<file path="src/rtl/spi_write_ctrl.sv">
// SPI mode-0 write sequencer: steers an external MSB-first PISO register through its op codes
// and generates SCLK and active-low chip select for one Width-bit transfer per start request.
module spi_write_ctrl #(
    parameter int Width  = 8,
    parameter int ClkDiv = 4
) (
    input  logic       clk_i,
    input  logic       rst_ni,
    input  logic       start_i,
    output logic       busy_o,
    output logic       done_o,
    output logic [1:0] op_o,
    output logic       sclk_o,
    output logic       cs_no
);

    localparam int DW = $clog2(ClkDiv) + 1;
    localparam int BW = $clog2(Width) + 1;

    localparam logic [DW-1:0] DIV_LAST = DW'(ClkDiv - 1);
    localparam logic [BW-1:0] BIT_LAST = BW'(Width - 1);

    localparam logic [1:0] OP_HOLD  = 2'b00;
    localparam logic [1:0] OP_LOAD  = 2'b01;
    localparam logic [1:0] OP_SHIFT = 2'b10;
    localparam logic [1:0] OP_CLEAR = 2'b11;

    typedef enum logic [2:0] {
        S_IDLE = 3'd0,
        S_LOAD = 3'd1,
        S_LOW  = 3'd2,
        S_HIGH = 3'd3,
        S_STOP = 3'd4,
        S_DONE = 3'd5
    } state_t;

    state_t          state_q;
    state_t          state_d;
    logic [DW-1:0]   div_cnt_q;
    logic [BW-1:0]   bit_cnt_q;
    logic            div_last;
    logic            bit_last;

    assign div_last = (div_cnt_q == DIV_LAST);
    assign bit_last = (bit_cnt_q == BIT_LAST);

    always_ff @(posedge clk_i or negedge rst_ni) begin
        if (!rst_ni) begin
            state_q <= S_IDLE;
        end else begin
            state_q <= state_d;
        end
    end

    always_comb begin
        state_d = state_q;
        unique case (state_q)
            S_IDLE: if (start_i) state_d = S_LOAD;
            S_LOAD: state_d = S_LOW;
            S_LOW:  if (div_last) state_d = S_HIGH;
            S_HIGH: begin
                if (div_last) state_d = bit_last ? S_STOP : S_LOW;
            end
            S_STOP: if (div_last) state_d = S_DONE;
            S_DONE: state_d = S_IDLE;
            default: state_d = S_IDLE;
        endcase
    end

    // div_cnt paces every SCLK phase and the CS hold; bit_cnt advances at the end of each HIGH phase.
    always_ff @(posedge clk_i or negedge rst_ni) begin
        if (!rst_ni) begin
            div_cnt_q <= '0;
            bit_cnt_q <= '0;
        end else begin
            unique case (state_q)
                S_LOAD: begin
                    div_cnt_q <= '0;
                    bit_cnt_q <= '0;
                end
                S_LOW, S_STOP: begin
                    div_cnt_q <= div_last ? '0 : div_cnt_q + DW'(1);
                end
                S_HIGH: begin
                    div_cnt_q <= div_last ? '0 : div_cnt_q + DW'(1);
                    if (div_last && !bit_last) bit_cnt_q <= bit_cnt_q + BW'(1);
                end
                default: begin
                    div_cnt_q <= '0;
                end
            endcase
        end
    end

    always_comb begin
        busy_o = 1'b1;
        done_o = 1'b0;
        op_o   = OP_HOLD;
        sclk_o = 1'b0;
        cs_no  = 1'b0;
        unique case (state_q)
            S_IDLE: begin
                busy_o = 1'b0;
                cs_no  = 1'b1;
            end
            S_LOAD: op_o = OP_LOAD;
            S_LOW:  op_o = OP_HOLD;
            S_HIGH: begin
                sclk_o = 1'b1;
                // Shift on the last HIGH cycle so the next bit appears as SCLK falls.
                if (div_last && !bit_last) op_o = OP_SHIFT;
            end
            S_STOP: op_o = OP_HOLD;
            S_DONE: begin
                done_o = 1'b1;
                cs_no  = 1'b1;
                op_o   = OP_CLEAR;
            end
            default: begin
                busy_o = 1'b0;
                cs_no  = 1'b1;
            end
        endcase
    end

endmodule
</file>
<file path="config.mk">
export PLATFORM = sky130hd
export DESIGN_NAME = spi_write_ctrl
export DESIGN_NICKNAME = d
export VERILOG_FILES = /design/src/rtl/spi_write_ctrl.sv
export SDC_FILE = /design/constraint.sdc
export NUM_CORES = 1
export LEC_CHECK = 0
export ABC_AREA = 1
export BUFFER_PORTS_ARGS = -buffer_cell sky130_fd_sc_hd__buf_4
export CAP_MARGIN = 10
export CORE_AREA = 2 2 39 41
export DETAILED_ROUTE_END_ITERATION = 8
export DIE_AREA = 0 0 41 43
export PLACE_DENSITY = 0.67
export SYNTH_ARGS = -nofsm -noshare
export SYNTH_HDL_FRONTEND = slang
export SYNTH_SLANG_ARGS = --single-unit
</file>
<file path="constraint.sdc">
create_clock -name clk_i -period 1.8 [get_ports clk_i]
set_clock_uncertainty 0.2 [all_clocks]
set_input_delay 0.09 -clock clk_i [delete_from_list [all_inputs] [get_ports clk_i]]
set_output_delay 0.09 -clock clk_i [all_outputs]
set_load 0.05 [all_outputs]
</file>
Word level (Yosys, flattened, before mapping). Index checks and enable logic that the tools add are counted.

Add/subtract/negate cells: 2. Equal/unequal tests: 12. Mux-type cells: 16. Reduce and logical (&&, ||, !) cells: 9.

Operator list (number): $mux 3 (7); $pmux 3 s5 (1); $ne 2x2->1 const B (5); $eq 3x2->1 const B (3); $pmux 4 s2 (1); $eq 3x3->1 const B (2); $pmux 2 s3 (1); $reduce_or 5->1 (1); $add 4x1->4 const B (1); $eq 4x3->1 const B (1); $mux 1 (4); $mux 4 (1); $reduce_and 4->1 (1); $reduce_or 4->1 (1); $add 3x1->3 const B (1); $eq 3x1->1 const B (1); $logic_not 3->1 (1); $reduce_or 3->1 (1); $mux 2 (1); $reduce_and 2->1 (1); $reduce_bool 2->1 (1); $logic_and 1x1->1 (1); $logic_not 1->1 (1).

Bits in registers: 10. Input port bits: 3. Output and inout bits: 6. Word-level logic and storage cells: 42.

Depth between registers and ports, before layout. Gate-level depths: netlist of the first run.

Depth in word-level cells: 5. Depth in mapped cells: 7.

Worst setup path before layout of the first run. No wires, ideal clock.

Kind: reg-to-output. Start: reg state_q[1]. End: out op_o[1]. Arrival time: 2.088 ns. Required time: 1.510 ns. Slack: -0.578 ns. Stages on the path, launching flop included: 5. Path buffers: 1. Cells stage by stage: dfrtp_1 buf_6 nor2_1 inv_1 o21ai_1.

Longest elaborated chain between the ends: 2. Elaborated cells on any way between the ends: 4. Classes of those cells: eq/ne: 3; mux: 1.

Ends and longest elaborated chain: from (decl) (RTL line 37) `state_t state_q;`; from (signal assigned) (RTL line 51) `state_q <= state_d;`; $eq 3x3->1 (tied with other cells) (RTL line 101) `unique case (state_q)`; $pmux 2 s3 (*) (RTL line 101); to (decl) (RTL line 12) `output logic [1:0] op_o,`.

Every way passes the cells marked *; elsewhere a longest branch is shown, timed or not.

Final worst setup path of the first run. Same ends and word-level chain as after synthesis.

==> results of run 1 <==
-- worst min path at each step --
stage            startpoint            to  cells past startpoint
2_1_floorplan        rst_ni  bit_cnt_q[0]                      0
3_3_place_gp         rst_ni  bit_cnt_q[1]                      1
3_5_place_dp         rst_ni  bit_cnt_q[3]                      1
4_1_cts        div_cnt_q[0]  div_cnt_q[0]                      1
5_1_grt        div_cnt_q[0]  div_cnt_q[0]                      1
6_report       div_cnt_q[0]  div_cnt_q[0]                      1
-- cell type report --
class | instances | area, um2 | area share, %
clock buffers | 4 | 36.28 | 4.475
inverters | 10 | 37.54 | 4.630
well taps | 16 | 20.02 | 2.469
flip-flops and latches | 10 | 254.0 | 31.33
repair buffers | 16 | 131.4 | 16.20
multi-input cells | 61 | 331.6 | 40.90
-- per-layer routing --
layer	up-vias	track usage (%)	part of all wire, %
met5	-	0	0
met4	0	8.000	2.1
met3	4	5.759	5.1
met2	19	27.19	48
met1	275	22.07	45
li1	304	-	-
-- state kept, by name, indices dropped and copies added (netlist names) --
signal,cells
div_cnt_q,3
bit_cnt_q,4
state_q,3
-- synth_stat cells --
master / count
inv_1: 7
o21ai_1: 3
nand4_1: 2
ha_1: 2
o21ai_0: 1
a21oi_1: 2
inv_2: 3
nor2_4: 1
nand3_1: 15
o211ai_1: 1
nor2_1: 14
dfrtp_1: 10
nor2_2: 1
buf_6: 1
nand2_1: 14
nand3_4: 1
nand2_2: 4
-- layout by cell type (no fill, tap or decap) --
| cell | instances |
|---|---|
| nand2_1 | 14 |
| nand3_1 | 14 |
| buf_4 | 12 |
| nor2_1 | 11 |
| inv_1 | 7 |
| dfrtp_1 | 7 |
| nand2_2 | 4 |
| nor2_2 | 4 |
| inv_2 | 3 |
| clkbuf_4 | 3 |
| dlygate4sd3_1 | 3 |
| dfrtp_2 | 3 |
| nand4_1 | 2 |
| o21ai_1 | 2 |
| a21oi_1 | 2 |
| ha_1 | 2 |
| nor2_4 | 1 |
| nand3_2 | 1 |
| nand3_4 | 1 |
| o21ai_2 | 1 |
| o21ai_0 | 1 |
| o211ai_1 | 1 |
| clkbuf_8 | 1 |
| buf_6 | 1 |
-- power by group through the flow --
stage	Sequential, mW	Combinational (mW)	Clock [mW]
final	0.373	0.742	0.211
after global routing	0.380	0.820	0.229
after CTS	0.372	0.652	0.216
after detailed placement	0.375	0.645	0
after global placement	0.373	0.643	0
after floorplan	0.340	0.545	0
-- per-stage QoR --
step                      hold WS (ps)  instances  area, um2  power, mW  setup TNS [ps]
after floorplan                 -405.6         82      623.1     0.8845          -142.0
after global placement          -274.9        105      691.9      1.016               0
after detailed placement        -274.2        105      691.9      1.020               0
after CTS                        240.1        112      759.5      1.240               0
after global routing             271.3        117      810.8      1.429               0
final                            237.2        117      810.8      1.326               0
-- timing repair --
item | 4_1_cts | 5_1_grt
gates resized for setup | 1 | 5
setup buffers | 0 | 5
hold buffers | 3 | 0
setup endpoints to repair | 1 | 2
hold endpoints to repair | 12 | 0
-- critical path, stage by stage (launching register included) --
cell and delay (ps):
dfrtp_2 470, buf_4 160, nor2_2 140, inv_1 90
o21ai_2 120, buf_6 170
-- cells by family after synthesis --
logic type / synth area share, %
and+or+nand+nor: 41.14
adders and majority gates: 4.073
buffers and inverters: 7.943
DFF: 40.73
AOI/OAI and AO/OA: 6.109
==> impl_metrics.toml, run 1 <==
[run_status]
status = "finished clean"

[detailed_routing]
remaining_drc_errors = 0
drt-total-wl_um = 1408
wl_per_cell_um = 12.03
viasPerCell = 5.145
ant_nets = 0
firstDrtPassIters = 4
vias = 602
dr.first_iter.drc_count = 15

[critical_path]
worstPathArrival_ps = 1410
rr_worst_depth = 6
r2r_start = "bit_cnt_q[0]"
path_max_fanout = 8
cp-start-kind = "flop"
r2r_end = "state_q[1]"
crit_type = "reg2out"
cp-startpoint = "state_q[1]"
critPathRequiredTime_ps = 1510
cp-endpoint = "op_o[1]"
end_kind = "primary output"
r2r_slack_ps = 360

[die]
die_y_um = 43
num_rows = 14
floorplan.initialDensity_pct = 44.39
io_pins = 9
core_area_um2 = 1384
die_area_um2 = 1763
die_x_um = 41

[cts]
clock-sinks = 10
clock_path_buffers = 2
insertion_delay_ps = 270
clk_pin_slew_ps = 70
clockRootBuffer = "clkbuf_4"
cts_tree = "yes"
h-tree-depth = 1
cts_buffers = 3

[logic_synthesis]
ys_seq_area_share_pct = 40.73
avgSynthCellArea_um2 = 7.492
yosys.area.top_type = "dfrtp_1"
synth_nets = 87
synth_cell_type_count = 17
ys_warn_count = 0
syn_inst = 82
ys_ff_latch = 10
synth_top_area_share_pct = 40.73
synthTopCellsByArea = "dfrtp_1 41%, nand3_1 12%, nand2_1 8.6%, nor2_1 8.6%, inv_1 4.3%"
syn-cell-area_um2 = 614.3

[cells_and_area]
final_core_util_pct = 58.59
drive_above_1_share_pct = 34.65
area_growth_syn_to_layout_pct = 31.98
fin_nets = 107
diodes = 0
n_fill_cell = 118

[timing]
min_period_over_period_pct = 94.60
rsz0062_at_grt = "no"
finalSetupViolations = 0
maxSlewViolCount = 0
post-route-min-period_ps = 1703
hold_viol_final = 0
max_freq_mhz = 587.3
worst_slew_margin_rel_pct = 66.63
tightestPinTransition_ps = 498.9
fin_ws_ps = 97.20

[pwr]
switching_share_pct = 48.98
p_int_mw = 0.6767
power_density_nw_per_um2 = 1636
max-vdd-ir-drop_mv = 0.9490
p_sw_mw = 0.6496
clock_power_share_pct = 15.9
p_leak_nw = 0.4198
p_comb_share_pct = 55.9
p_seq_share_pct = 28.2

[place]
pre_cts_slack_ps = 298.5
routabilityCongestion = 0.7709
dp_hpwl_um = 885.9
numPortBuffers = 8

[grt]
grt.total_usage_pct = 17.89
grt_pass1_vias = 508
grt.overflow.total = 0
grt_max_degree = 11
antenna_found_initial = 0
grt_pass1_wl_um = 2090

[run]
drv_cap = 0

[worst_hold_path]
hp-class = "reg2reg"
Note: power is estimated with default switching activity, not from simulation.
==> inputs of run 2 (changes only) <==
--- a/config.mk
+++ b/config.mk
@@ -5,13 +5,12 @@
 export SDC_FILE = /design/constraint.sdc
 export NUM_CORES = 1
 export LEC_CHECK = 0
-export ABC_AREA = 1
 export BUFFER_PORTS_ARGS = -buffer_cell sky130_fd_sc_hd__buf_4
 export CAP_MARGIN = 10
 export CORE_AREA = 2 2 39 41
 export DETAILED_ROUTE_END_ITERATION = 8
 export DIE_AREA = 0 0 41 43
-export PLACE_DENSITY = 0.67
+export PLACE_DENSITY = 0.64
 export SYNTH_ARGS = -nofsm -noshare
 export SYNTH_HDL_FRONTEND = slang
 export SYNTH_SLANG_ARGS = --single-unit
==> constraint.sdc (replaced) <==
create_clock -name clk_i -period 2 [get_ports clk_i]
set_clock_uncertainty 0.2 [all_clocks]
set_input_delay 0.1 -clock clk_i [delete_from_list [all_inputs] [get_ports clk_i]]
set_output_delay 0.1 -clock clk_i [all_outputs]
set_load 0.05 [all_outputs]
==> impl_metrics.toml, run 2 <==
[run_status]
status = "finished clean"

[cts]
h-tree-depth = 1
clock_path_buffers = 2
cts_tree = "yes"
clock-sinks = 10
clk_pin_slew_ps = 70
cts_buffers = 3
clockRootBuffer = "clkbuf_4"
insertion_delay_ps = 270

[critical_path]
end_kind = "primary output"
cp-start-kind = "flop"
cp_slowest_cell = "dfrtp_1"
cp_cell_sequence = "ha_2 > and3b_2 > nand3b_1 > a21boi_2 > buf_6"
worst_path_largest_cell_delay_ps = 400
cp_num_buf_inv = 1
path_max_fanout = 6
cp_top_family = "simple AND/OR/NAND/NOR gates"
worstPathArrival_ps = 1620
critPathRequiredTime_ps = 1700
crit_type = "reg2out"

[cells_and_area]
final_core_util_pct = 55.79
largest_reg_flops = 4
top_register = "bit_cnt_q"
diodes = 0
drive_above_1_share_pct = 29.11
final_common_cell = "buf_4"
top_regs = "bit_cnt_q x4, div_cnt_q x3, state_q x3"
most-common-layout-cells = "13 x buf_4, 10 x dfrtp_1, 7 x nand3_1"
fin_nets = 85
final_area_um2 = 772.0
area_growth_syn_to_layout_pct = 32.12

[logic_synthesis]
syn_inst = 61
ys_warn_count = 0
synthTopCellsByArea = "dfrtp_1 43%, nand3_1 6.0%, ha_1 4.3%, nand2b_1 4.3%, nor2b_1 4.3%"
ys_ff_latch = 10
synth_common_cells = "10 x dfrtp_1, 7 x nand3_1, 4 x nand2b_1, 4 x nor2b_1"
ys.flop_type = "dfrtp_1"
synthArstFlopShare_pct = 100.0
yosys.area.top_type = "dfrtp_1"
synth_cell_type_count = 29
ys_seq_area_share_pct = 42.83
avgSynthCellArea_um2 = 9.579
yosysMostFrequentCell = "dfrtp_1"
synth_top_area_share_pct = 42.83
synth_nets = 66
syn-cell-area_um2 = 584.3
synth_edf_count = 0

[grt]
grt_pass1_vias = 480
antenna_found_initial = 0
grt_max_degree = 13
grt_pass1_wl_um = 2083
grt.total_usage_pct = 17.60
grt.overflow.total = 0

[timing]
finalSetupViolations = 0
finalSetupTns_ps = 0
worst_slew_margin_rel_pct = 69.09
post-route-min-period_ps = 1920
max_freq_mhz = 520.8
tightestPinTransition_ps = 462.2
hold_viol_final = 0
maxSlewViolCount = 0
min_period_over_period_pct = 96.00

[die]
io_pins = 9
core_area_um2 = 1384
die_y_um = 43
floorplan.initialDensity_pct = 42.22
die_x_um = 41
die_area_um2 = 1763
num_rows = 14

[pwr]
max-vdd-ir-drop_mv = 0.2771
total_power_mw = 0.3975
p_leak_nw = 0.3509
power_density_nw_per_um2 = 514.8

[place]
numPortBuffers = 8
placed_area_um2 = 693.2
routabilityCongestion = 0.6700
dp_hpwl_um = 869.2

[detailed_routing]
dr.first_iter.drc_count = 10
wl_per_cell_um = 12.87
viasPerCell = 5.579
ant_nets = 0
remaining_drc_errors = 0
firstDrtPassIters = 4
drt-total-wl_um = 1223
vias = 530

[worst_hold_path]
hp-class = "in2reg"

[run]
drv_cap = 0
==> run 2: changes by cell type after synthesis, moves of 4 or more <==
cell      previous run  this run
inv_1                7         0
nand2_1             14         3
nand2_2              4         0
nand2b_1             0         4
nand3_1             15         7
nor2_1              14         1
nor2b_1              0         4
==> run 2: cell families after synthesis <==
family                     count (synthesis)  share of synthesized area, %
DFF                                       10                         42.83
xor gates and xnor gates                   1                         1.499
buffers and inverters                      2                         1.284
adders and majority gates                  2                         4.282
and+or+nand+nor                           32                         33.19
AOI/OAI and AO/OA                         14                         16.92
==> run 2: stage by stage <==
step | hold WS, ps | worst slack (ps) | std cells
floorplan | -395.6 | 167.5 | 61
global placement | -262.4 | 284.1 | 87
detailed placement | -261.1 | 227.0 | 87
CTS | 0.7372 | 17.32 | 94
global route | 30.94 | -2.641 | 95
finish | 9.455 | 80.05 | 95
==> run 2: area by class of cell <==
class | count | area, um2
fill | 129 | 611.8
clock buffer | 4 | 36.28
tap | 16 | 20.02
sequential | 10 | 250.2
timing repair buffer | 16 | 128.9
multi-input combinational | 49 | 336.6
==> run 2: what timing repair did <==
item,CTS,global route
resized for setup,1,2
hold buffers,2,0
gates cloned,0,0
hold endpoints to repair,10,0
setup buffers,1,1
setup endpoints to repair,1,1
==> run 2: worst min-delay path, cell delays in order <==
cell,delay [ps]
buf_4,110
nand2b_1,60
a211o_1,110
nand3_1,60
==> run 2: worst paths after layout <==
path | from | to | slack [ps] | cells past startpoint
worst max-delay path | bit_cnt_q[1] | op_o[1] | 80 | 5
worst min-delay path | start_i | state_q[0] | 9 | 4
worst max register to register | bit_cnt_q[1] | bit_cnt_q[0] | 290 | 4
worst min register to register | div_cnt_q[0] | div_cnt_q[0] | 250 | 1
max in group asynchronous | rst_ni | bit_cnt_q[1] | 640 | 3
min in group asynchronous | rst_ni | bit_cnt_q[3] | 640 | 3
==> run 2: where the power goes <==
group	internal, mW	leakage [nW]	switching [mW]
registers	0.202	0.125	0
clock network	0.111	0.0210	0.0750
logic	0.00500	0.205	0.00457
==> run 2: layer usage <==
metal | up-vias | GRT usage [%] | part of all wire (%)
met2 | 7 | 24.06 | 45
met3 | 3 | 3.141 | 2.0
li1 | 267 | - | -
met5 | - | 0 | 0
met1 | 253 | 24.16 | 50
met4 | 0 | 12.00 | 2.6
==> inputs of run 3 (changes only) <==
--- a/config.mk
+++ b/config.mk
@@ -7,10 +7,10 @@
 export LEC_CHECK = 0
 export BUFFER_PORTS_ARGS = -buffer_cell sky130_fd_sc_hd__buf_4
 export CAP_MARGIN = 10
-export CORE_AREA = 2 2 39 41
+export CORE_MARGIN = 8
+export CORE_UTILIZATION = 30
 export DETAILED_ROUTE_END_ITERATION = 8
-export DIE_AREA = 0 0 41 43
-export PLACE_DENSITY = 0.64
+export PLACE_DENSITY = 0.48
 export SYNTH_ARGS = -nofsm -noshare
 export SYNTH_HDL_FRONTEND = slang
 export SYNTH_SLANG_ARGS = --single-unit
==> impl_metrics.toml, run 3 (synthesis gave the netlist of run 2 again) <==
[run_status]
status = "finished clean"

[detailed_routing]
vias = 534
firstDrtPassIters = 4
remaining_drc_errors = 0
viasPerCell = 4.944
wl_per_cell_um = 13.07
dr.first_iter.drc_count = 13
drt-total-wl_um = 1412
ant_nets = 0

[die]
core_area_um2 = 1902
die_y_um = 60.13
num_rows = 16
die_x_um = 60.13
floorplan.initialDensity_pct = 30.72
io_pins = 9
die_area_um2 = 3616

[cells_and_area]
final_common_cell = "buf_4"
top_register = "bit_cnt_q"
final_core_util_pct = 42.24
largest_reg_flops = 4
fin_nets = 87
diodes = 0
most-common-layout-cells = "14 x buf_4, 10 x dfrtp_1, 7 x nand3_1"
area_growth_syn_to_layout_pct = 37.47
n_fill_cell = 184
drive_above_1_share_pct = 29.63
final_area_um2 = 803.3
top_regs = "bit_cnt_q x4, div_cnt_q x3, state_q x3"

[grt]
grt_pass1_wl_um = 2352
antenna_found_initial = 0
grt_max_degree = 13
grt.overflow.total = 0
grt_pass1_vias = 509
grt.total_usage_pct = 8.960

[timing]
worst_slew_margin_rel_pct = 76.91
fin_ws_ps = 72.66
maxSlewViolCount = 0
rsz0062_at_grt = "no"
max_freq_mhz = 518.8
finalSetupTns_ps = 0
tightestPinTransition_ps = 346.4
hold_viol_final = 0
min_period_over_period_pct = 96.37
finalSetupViolations = 0
post-route-min-period_ps = 1927

[place]
dp_hpwl_um = 947.5
placed_area_um2 = 706.9
numPortBuffers = 8
routabilityCongestion = 0.7706
pre_cts_slack_ps = 245.5

[cts]
cts_tree = "yes"
clockRootBuffer = "clkbuf_4"
clock_path_buffers = 2
insertion_delay_ps = 270
clk_pin_slew_ps = 80
cts_buffers = 3
h-tree-depth = 1
clock-sinks = 10

[critical_path]
end_kind = "primary output"
cp-start-kind = "flop"
path_max_fanout = 5
critPathRequiredTime_ps = 1700
worstPathArrival_ps = 1630
crit_type = "reg2out"

[pwr]
p_leak_nw = 0.3605
power_density_nw_per_um2 = 496.0
max-vdd-ir-drop_mv = 0.3443

[worst_hold_path]
hp-class = "in2reg"

[run]
drv_cap = 0
-- run 3: cell types whose count changed in the layout (fill, tap and decap cells not counted), sizes merged --
cell / delta
dlygate4sd3: +1
buf: +1
-- run 3: worst paths after layout --
path	start	to	slack, ps	cells past startpoint
max in group asynchronous	rst_ni	div_cnt_q[0]	200	4
worst min register to register	div_cnt_q[0]	div_cnt_q[0]	250	1
worst max-delay path	bit_cnt_q[1]	op_o[1]	70	5
min in group asynchronous	rst_ni	state_q[1]	520	3
worst min-delay path	start_i	state_q[0]	20	4
worst max register to register	bit_cnt_q[1]	bit_cnt_q[0]	170	5
-- run 3: worst max-delay path, stage by stage (launching register included) --
cell      delay, ps
dfrtp_1         420
ha_2            200
and3b_2         230
nand3b_1        180
a21boi_2        150
buf_6           170
-- run 3: layout make-up --
type / instances / area (um2) / share of cell area, %
Multi-Input combinational cell: 49 / 336.6 / 41.90
Sequential cell: 10 / 250.2 / 31.15
Timing Repair Buffer: 18 / 146.4 / 18.22
Clock buffer: 4 / 36.28 / 4.517
Tap cell: 27 / 33.78 / 4.206
-- run 3: timing repair --
action	CTS	global route
setup endpoints to repair	1	1
endpoints found under the hold margin	10	0
pin swaps	0	1
buffers inserted	1	2
hold buffers	3	0
gates resized for setup	2	1
-- run 3: stage by stage --
| stage | cells | hold slack [ps] | power (mW) |
|---|---|---|---|
| 2_1_floorplan | 61 | -395.6 | 0.2061 |
| 3_3_place_gp | 98 | -256.0 | 0.2135 |
| 3_5_place_dp | 98 | -255.4 | 0.2135 |
| 4_1_cts | 106 | 9.496 | 0.4077 |
| 5_1_grt | 108 | 56.41 | 0.4223 |
| 6_report | 108 | 17.37 | 0.3985 |
-- run 3: power breakdown --
| group | switching (mW) | internal [mW] | leakage (nW) | total, mW |
|---|---|---|---|---|
| clock network | 0.0743 | 0.111 | 0.0210 | 0.185 |
| logic | 0.00519 | 0.00636 | 0.215 | 0.0116 |
| registers | 0 | 0.202 | 0.125 | 0.202 |
| total | 0.0795 | 0.319 | 0.361 | 0.398 |
-- run 3: per-layer routing --
metal,routed length (um),global-route usage [%],share of wire [%]
met5,0,0,0
met4,15,4.082,1.1
met3,56,4.731,4.0
met2,706,14.48,50
met1,633,9.314,45
